### config.mk
export PLATFORM = sky130hd
export DESIGN_NAME = rx_collector
export DESIGN_NICKNAME = d
export VERILOG_FILES = /design/src/rtl/rx_collector.sv
export SDC_FILE = /design/constraint.sdc
export NUM_CORES = 1
export LEC_CHECK = 0
export ABC_CLOCK_PERIOD_IN_PS = 2300
export BUFFER_PORTS_ARGS = -buffer_cell sky130_fd_sc_hd__buf_2
export CORE_UTILIZATION = 45
export CTS_CLUSTER_DIAMETER = 30
export DETAILED_ROUTE_END_ITERATION = 10
export GPL_ROUTABILITY_DRIVEN = 0
export PLACE_DENSITY = 0.76
export SLEW_MARGIN = 30
export SYNTH_ARGS = -nofsm -noshare
export SYNTH_HDL_FRONTEND = slang
export SYNTH_SLANG_ARGS = --single-unit
### constraint.sdc
create_clock -name clk -period 2.3 [get_ports clk]
set_input_delay 0.345 -clock clk [delete_from_list [all_inputs] [get_ports clk]]
set_output_delay 0.345 -clock clk [all_outputs]
set_load 0.005 [all_outputs]
### src/rtl/rx_collector.sv
// rx_collector: drains the D0/D1 destination FIFOs into one registered
// valid/ready output stream with per-source word counters and link status.
// Optional build macro RX_ROUTE_CHECK_EN: checks rx_data[4] of every captured
// word against its source FIFO and flags a mismatch as a link error.
module rx_collector #(
    parameter int unsigned data_width = 6,
    parameter int unsigned cnt_width  = 8
) (
    input  logic                  clk,
    input  logic                  reset,
    input  logic                  init,
    input  logic [data_width-1:0] data_out_D0,
    input  logic [data_width-1:0] data_out_D1,
    input  logic                  empty_fifo_D0,
    input  logic                  empty_fifo_D1,
    input  logic                  error_D0,
    input  logic                  error_D1,
    input  logic                  out_ready,
    output logic                  D0_pop,
    output logic                  D1_pop,
    output logic [data_width-1:0] rx_data,
    output logic                  rx_valid,
    output logic                  rx_src,
    output logic [cnt_width-1:0]  count_D0,
    output logic [cnt_width-1:0]  count_D1,
    output logic                  rx_idle,
    output logic                  rx_error
);

    localparam int unsigned ROUTE_BIT = 4;

    typedef enum logic [2:0] {
        ST_RESET  = 3'd0,
        ST_INIT   = 3'd1,
        ST_IDLE   = 3'd2,
        ST_ACTIVE = 3'd3,
        ST_ERROR  = 3'd4
    } state_t;

    state_t                state;
    state_t                state_nxt;
    logic                  pending;
    logic                  pend_src;
    logic                  last_src;
    logic                  pop_ok_c;
    logic                  sel_d1_c;
    logic                  route_err_c;
    logic [data_width-1:0] cap_data_c;

    // Pop arbitration: round-robin when both FIFOs hold data, else the non-empty one
    always_comb begin
        pop_ok_c   = 1'b0;
        sel_d1_c   = 1'b0;
        D0_pop     = 1'b0;
        D1_pop     = 1'b0;
        cap_data_c = pend_src ? data_out_D1 : data_out_D0;
        pop_ok_c   = ((state == ST_IDLE) || (state == ST_ACTIVE)) && !pending &&
                     (!rx_valid || out_ready) && !init && !reset;
        if (empty_fifo_D0) begin
            sel_d1_c = 1'b1;
        end else if (empty_fifo_D1) begin
            sel_d1_c = 1'b0;
        end else begin
            sel_d1_c = !last_src;
        end
        D0_pop = pop_ok_c && !sel_d1_c && !empty_fifo_D0;
        D1_pop = pop_ok_c &&  sel_d1_c && !empty_fifo_D1;
    end

    // Route check on the word being captured this cycle
    always_comb begin
        route_err_c = 1'b0;
`ifdef RX_ROUTE_CHECK_EN
        route_err_c = pending && (cap_data_c[ROUTE_BIT] != pend_src);
`endif
    end

    // State register
    always_ff @(posedge clk) begin
        if (reset) begin
            state <= ST_RESET;
        end else begin
            state <= state_nxt;
        end
    end

    // Next-state logic; init overrides errors, errors override normal flow
    always_comb begin
        state_nxt = state;
        case (state)
            ST_RESET:  if (init) state_nxt = ST_INIT;
            ST_INIT:   if (!init) state_nxt = ST_IDLE;
            ST_IDLE:   if (!empty_fifo_D0 || !empty_fifo_D1) state_nxt = ST_ACTIVE;
            ST_ACTIVE: if (empty_fifo_D0 && empty_fifo_D1 && !pending && !rx_valid)
                           state_nxt = ST_IDLE;
            ST_ERROR:  state_nxt = ST_ERROR;
            default:   state_nxt = ST_RESET;
        endcase
        if (state != ST_RESET) begin
            if (error_D0 || error_D1 || route_err_c) state_nxt = ST_ERROR;
            if (init) state_nxt = ST_INIT;
        end
    end

    // Pop-to-capture pipeline, output register, handshake and counters
    always_ff @(posedge clk) begin
        if (reset) begin
            pending  <= 1'b0;
            pend_src <= 1'b0;
            last_src <= 1'b1;
            rx_data  <= '0;
            rx_src   <= 1'b0;
            rx_valid <= 1'b0;
            count_D0 <= '0;
            count_D1 <= '0;
        end else if (init || (state == ST_INIT)) begin
            pending  <= 1'b0;
            pend_src <= 1'b0;
            last_src <= 1'b1;
            rx_valid <= 1'b0;
            count_D0 <= '0;
            count_D1 <= '0;
        end else begin
            pending <= D0_pop || D1_pop;
            if (D0_pop || D1_pop) begin
                pend_src <= D1_pop;
                last_src <= D1_pop;
            end
            if (pending) begin
                rx_data  <= cap_data_c;
                rx_src   <= pend_src;
                rx_valid <= 1'b1;
                if (pend_src) count_D1 <= count_D1 + cnt_width'(1);
                else          count_D0 <= count_D0 + cnt_width'(1);
            end else if (rx_valid && out_ready) begin
                rx_valid <= 1'b0;
            end
        end
    end

    // Status decoded straight from the state register
    always_comb begin
        rx_idle  = (state == ST_IDLE);
        rx_error = (state == ST_ERROR);
    end

endmodule
==> results.md, run 1 <==
- Final worst slack: 0.03761 ns
- Hold Slack: 0.2245 ns
- CTS tree: done
- Crit path max fanout: 2
- Clock latency on the worst-skew pair: 0.33 ns
- Mapped Cells: 155
- Num ports: 48
- Hold_buf cts: 0
- Slew Limit Fails: 0
- Die footprint: 3365 um^2
- DRT Wirelength: 3354 um
- DP HPWL: 2336 um
- Area grow syn2layout: 26.06%
- Starting density of the core: 49.47%
- Initial antenna violation count: 0
- Layout cells sized above 1: 35.89%
- Finished Layout Cells: 240
- Psw: 209.9 uW
- Pre-CTS setup slack: 0.1893 ns
- Die X: 58.01 um
- Site Rows: 19
- Starting DRT DRC Count: 66
- Top Family by Delay on Critical Path: simple AND/OR/NAND/NOR gates
- Status: finished with violations
- Arrival @ worst endpoint: 1.92 ns
- Synth Area per Inst: 9.106 um^2
- CTS sink count: 30
- Largest net degree at the start of global routing: 17
- Layout Nets: 230
- Core ar.: 2853 um^2
- Post-DP Area: 1658 um^2
- Number of global-route vias before repair: 1245
- First-pass GRT wire length: 5292 um
- Routed vias/inst: 5.683
- Fillers: 259
- DRC violations left: 1
- Combinational share of power: 5.2%
- Sw Ratio: 21.81%
- Post-synth ARST share: 0%
- Dpl cells: 227
- Final Instance Area: 1779 um^2
- Worst clock skew: 0.008341 ns
- Setup violations, final: 0
- Max stage delay on crit path: 0.52 ns
- Post-synth EDFFs: 0
- Antenna Cells: 0
- Num CTS Buffers: 5
- Height of the die: 58.01 um
- Failing checks: design-rule violations
- Top FF cell, synth: dfxtp_1
- Pleak: 0.0007267 uW
- Root buffer cell: clkbuf_4
- Clock H-tree levels: 2
- Hold Vio Cnt, Final: 0
- Total number of vias: 1364
- Register Area: 605.6 um^2
- Distinct cells, synth: 41
- Crit path cell chain: or4b_4 > or4_4 > nor2_1 > buf_2
- Hold WC Path Type: in -> reg
- Minimum clock period: 2.262 ns
- Synth Cell Area: 1411 um^2
- Syn Nets: 177
- Cell taking the most area after synthesis: dfxtp_1
- First-pass detailed-route iteration total: 7
- Post-route ant nets: 0
- Bufs and invs on worst path: 1
- Total design power: 962.5 uW
- Critical path data required time: 1.96 ns
- Internal power: 752.6 uW
- Crit. End Element: output port
- Area taken by multi-input logic gates: 745.7 um^2
- Crit share post-route: 98.36%
- Syn. warnings: 0
- Pwr Density: 541.0 nW/um^2
- Peak VDD IR: 0.3538 mV
- Flops & latches, synth: 30
- Max-Cap Viols: 0
- Relative slew slack: 63.34%
- Slowest stage cell, crit path: or4_4
- Crit path kind: reg -> out
- Global-route usage over all layers: 20.57%
- Maximum clock path buffer count: 2
- Reg clk slew, reported paths: 0.09 ns
- Seq/Total Area, Yosys: 42.55%
- Seq pwr share: 54.3%
- Measured slew at the worst slew-check pin: 0.5486 ns
- Fmax: 442.0 MHz
- Share of the synthesized area in the top cell type: 42.55%
- Port Buf Inserts: 47
- Synth top area cells: dfxtp_1, a21oi_1, mux2i_1
- DR WL/cell: 13.98 um
- CP startpoint kind: register
- Clock network power share: 40.5%
- Gr ovfl total: 0
metal layers:
layer / up-vias / global-route usage [%] / routed length [um]
met5: - / 0 / 0
met4: 0 / 8.503 / 41
met3: 5 / 4.688 / 183
met2: 41 / 37.93 / 1711
met1: 635 / 22.52 / 1418
li1: 683 / - / -
sequential cells by signal, indices dropped and copies added, names as in the netlist:
name      cells
state         3
last_src      1
rx_data       6
count_D1      8
rx_src        1
pend_src      1
pending       1
rx_valid      1
count_D0      8
power by group through the flow:
stage | sequential (uW) | combinational [uW] | clock [uW]
2_1_floorplan | 535 | 25.5 | 0
3_3_place_gp | 536 | 45.0 | 0
3_5_place_dp | 536 | 46.6 | 0
4_1_cts | 523 | 48.2 | 393
5_1_grt | 523 | 55.5 | 417
6_report | 523 | 50.2 | 390
through the flow:
step           util, %  setup TNS (ns)
2_1_floorplan        -               0
3_3_place_gp     58.11               0
3_5_place_dp     58.11               0
4_1_cts          61.23               0
5_1_grt          62.37        -0.01299
6_report         62.37               0
logic make-up after synthesis:
kind of cell	count (synthesis)	synth area share, %
AND/OR/NAND/NOR	56	23.49
flip-flops	30	42.55
AO/OA/AOI/OAI	43	20.12
adder cells (fa/ha/maj)	2	1.773
XOR/XNOR	4	2.483
multiplexers	7	4.965
buffers and inverters	13	4.609
placed cells by master, fill, tap and decap left out, drive strengths merged, types with 2 or more instances in the layout:
cell type  instances
or4b               2
dfxtp             30
nor2b              2
o21ai              4
mux2i              7
nor4               2
nand3b             4
buf               55
and2b              2
or2                2
ha                 2
xor2               3
clkbuf             8
or4                6
nand4              3
inv                4
or3                3
a21oi             18
o31ai              7
nor2              11
nand3              7
nand2              7
a211oi             6
worst paths after layout:
path | startpoint | endpoint | slack [ns] | cells past startpoint
min | init | state[1] | 0.22 | 2
min reg2reg | count_D0[7] | count_D0[7] | 0.48 | 2
max | state[2] | D0_pop | 0.04 | 4
max reg2reg | state[2] | count_D1[0] | 0.37 | 5
area by class of cell:
type	count	area share, %
clock buffers	8	4.430
flip-flops and latches	30	34.04
well taps	31	2.180
inverters	4	0.8439
repair buffers	55	16.60
multi-input cells	112	41.91
Yosys cell counts (5+ instances only):
library cell  count
nor2_1           11
o31ai_1           7
nand2_1           7
mux2i_1           7
nand3_1           7
a21oi_1          18
or4_1             5
dfxtp_1          30
a211oi_1          6
worst register-to-register path: cells and delay by family (launching register included):
kind                   cells  cell delay (ns)
buffers and inverters      2             0.26
and+or+nand+nor            3             1.19
DFF                        1             0.34
timing repair:
action / CTS / global route
gates cloned: 0 / 0
endpoints found under the setup margin: 1 / 1
gates resized for setup: 2 / 1
buffers inserted: 1 / 4
pin swaps: 0 / 3
Note: power is estimated with default switching activity, not from simulation.
==> inputs of run 2 (changes only) <==
Settings changed: CORE_UTILIZATION 45 to 49, PLACE_DENSITY 0.76 to 0.81.
==> results.md, run 2 (synthesized netlist as in run 1, its figures left out) <==
- Worst clock skew: 0.006398 ns
- First-pass detailed-route iteration total: 4
- Maximum clock path buffer count: 2
- Hold Vio Cnt, Final: 0
- Final Util: 65.95%
- Leading cell types in the layout, fill and taps excluded: buf_2, dfxtp_1, a21oi_1
- Crit path max fanout: 2
- RSZ-0062 raised after global routing: no
- Hold_buf cts: 0
- Num ports: 48
- CP startpoint kind: register
- Finished Layout Cells: 238
- Root buffer cell: clkbuf_4
- Area grow syn2layout: 27.75%
- Slew Limit Fails: 0
- Commonest non-fill, non-tap cell in the layout: buf_2
- Setup violations, final: 0
- Port Buf Inserts: 47
- Setup crit start: state[2]
- Relative slew slack: 61.92%
- Gr ovfl total: 0
- DRT Wirelength: 3118 um
- Starting density of the core: 51.62%
- CTS tree: done
- DRC violations left: 0
- Layout Nets: 228
- First-pass GRT wire length: 5423 um
- Initial antenna violation count: 0
- Status: finished, final reports clean
- Routed vias/inst: 5.790
- Global-route usage over all layers: 21.93%
- RR Endpoint: count_D0[4]
- Fmax: 447.9 MHz
- Clock latency on the worst-skew pair: 0.33 ns
- Peak VDD IR: 0.5634 mV
- Bufs and invs on worst path: 1
- Total number of vias: 1378
- Top Family by Delay on Critical Path: simple AND/OR/NAND/NOR gates
- Starting DRT DRC Count: 50
- R2r worst-path depth: 3
- RR Startpoint: pending
- Core ar.: 2734 um^2
- Arrival @ worst endpoint: 1.89 ns
- CTS sink count: 30
- Minimum clock period: 2.233 ns
- Number of cells on the critical path: 4
- Crit. End Element: output port
- Measured slew at the worst slew-check pin: 0.5700 ns
- Site Rows: 19
- Crit share post-route: 97.08%
- DP HPWL: 2216 um
- Crit path cell chain: or4b_4 > or4_4 > nor2_2 > buf_2
- Post-DP Area: 1650 um^2
- Clock H-tree levels: 2
- Die footprint: 3099 um^2
- Slowest stage cell, crit path: or4b_4
- Largest net degree at the start of global routing: 17
- Pleak: 0.0007291 uW
- FF-to-FF setup slack: 0.43 ns
- Num CTS Buffers: 5
- Die X: 55.67 um
- Height of the die: 55.67 um
- DR WL/cell: 13.10 um
- Number of global-route vias before repair: 1335
- Pwr Density: 628.5 nW/um^2
- Crit path kind: reg -> out
- Worst setup path end: D0_pop
- Critical path data required time: 1.96 ns
- Dpl cells: 226
- Max-Cap Viols: 0
- Fillers: 227
- Reg clk slew, reported paths: 0.10 ns
- Layout cells sized above 1: 36.23%
- Max stage delay on crit path: 0.52 ns
- Hold WC Path Type: in -> reg
- Post-route ant nets: 0
- Final Instance Area: 1803 um^2
- Top Registers: count_D0 x8, count_D1 x8, rx_data x6
- Antenna Cells: 0
- Setup TNS: 0 ns
## run 2: changes by cell type in the layout (fill, tap and decap cells not counted)
| cell | before | now |
|---|---|---|
| nor4_1 | 2 | 1 |
| buf_4 | 8 | 6 |
| nor2_2 | 0 | 1 |
| nor2_1 | 11 | 10 |
| bufinv_16 | 0 | 2 |
| clkbuf_8 | 3 | 1 |
| dfxtp_2 | 1 | 2 |
| dfxtp_4 | 1 | 0 |
| nor4_2 | 0 | 1 |
## run 2: timing repair
action                                  in CTS  in global routing
endpoints found under the setup margin       1                  2
pin swaps                                    3                  1
buffers inserted                             4                  0
gates resized for setup                      2                  2
## run 2: cell type report
type                            count  area, um^2  area share (%)
Multi-Input combinational cell    112       754.5           41.85
Sequential cell                    30       603.1           33.45
Timing Repair Buffer               53       280.3           15.54
Clock inverter                      2       60.06           3.331
Clock buffer                        6       51.30           2.845
Tap cell                           31       38.79           2.151
Inverter                            4       15.01          0.8328
## run 2: per-layer routing
layer	GRT usage, %	vias to the layer above	wire (um)
li1	-	684	-
met1	23.46	626	1330
met2	38.21	57	1526
met3	6.047	11	193
met4	13.21	0	68
met5	0	-	0
## run 2: stage by stage
step | worst slack (ns) | hold slack (ns) | total power [uW]
final | 0.06719 | 0.2165 | 1133
after global routing | 0.02743 | 0.2334 | 1166
after CTS | 0.01945 | 0.2090 | 1143
after detailed placement | 0.1902 | 0.4753 | 582.9
after global placement | 0.2078 | 0.4583 | 580.3
after floorplan | 0.4609 | 0.4237 | 560.6
## run 2: worst min-delay path by stage
stage                start     endpoint  slack, ns  depth (start not counted)
2_1_floorplan         init     state[1]       0.42                          1
3_3_place_gp   count_D0[7]  count_D0[7]       0.46                          2
3_5_place_dp   count_D0[7]  count_D0[7]       0.48                          2
4_1_cts               init     state[1]       0.21                          2
5_1_grt               init     state[1]       0.23                          2
6_report              init     state[1]       0.22                          2
## run 2: worst reg2reg max path, cell delays in order (launching register included)
cell      delay [ns]
dfxtp_1         0.61
nand3b_1        0.33
or4b_2          0.68
a21oi_1         0.17
## run 2: where the power goes
part	internal (uW)	switching [uW]	leakage (uW)	total (uW)
Combinational	23.0	26.6	0.000428	49.5
Sequential	521	2.00	0.000243	523
Clock	368	192	0.0000585	560
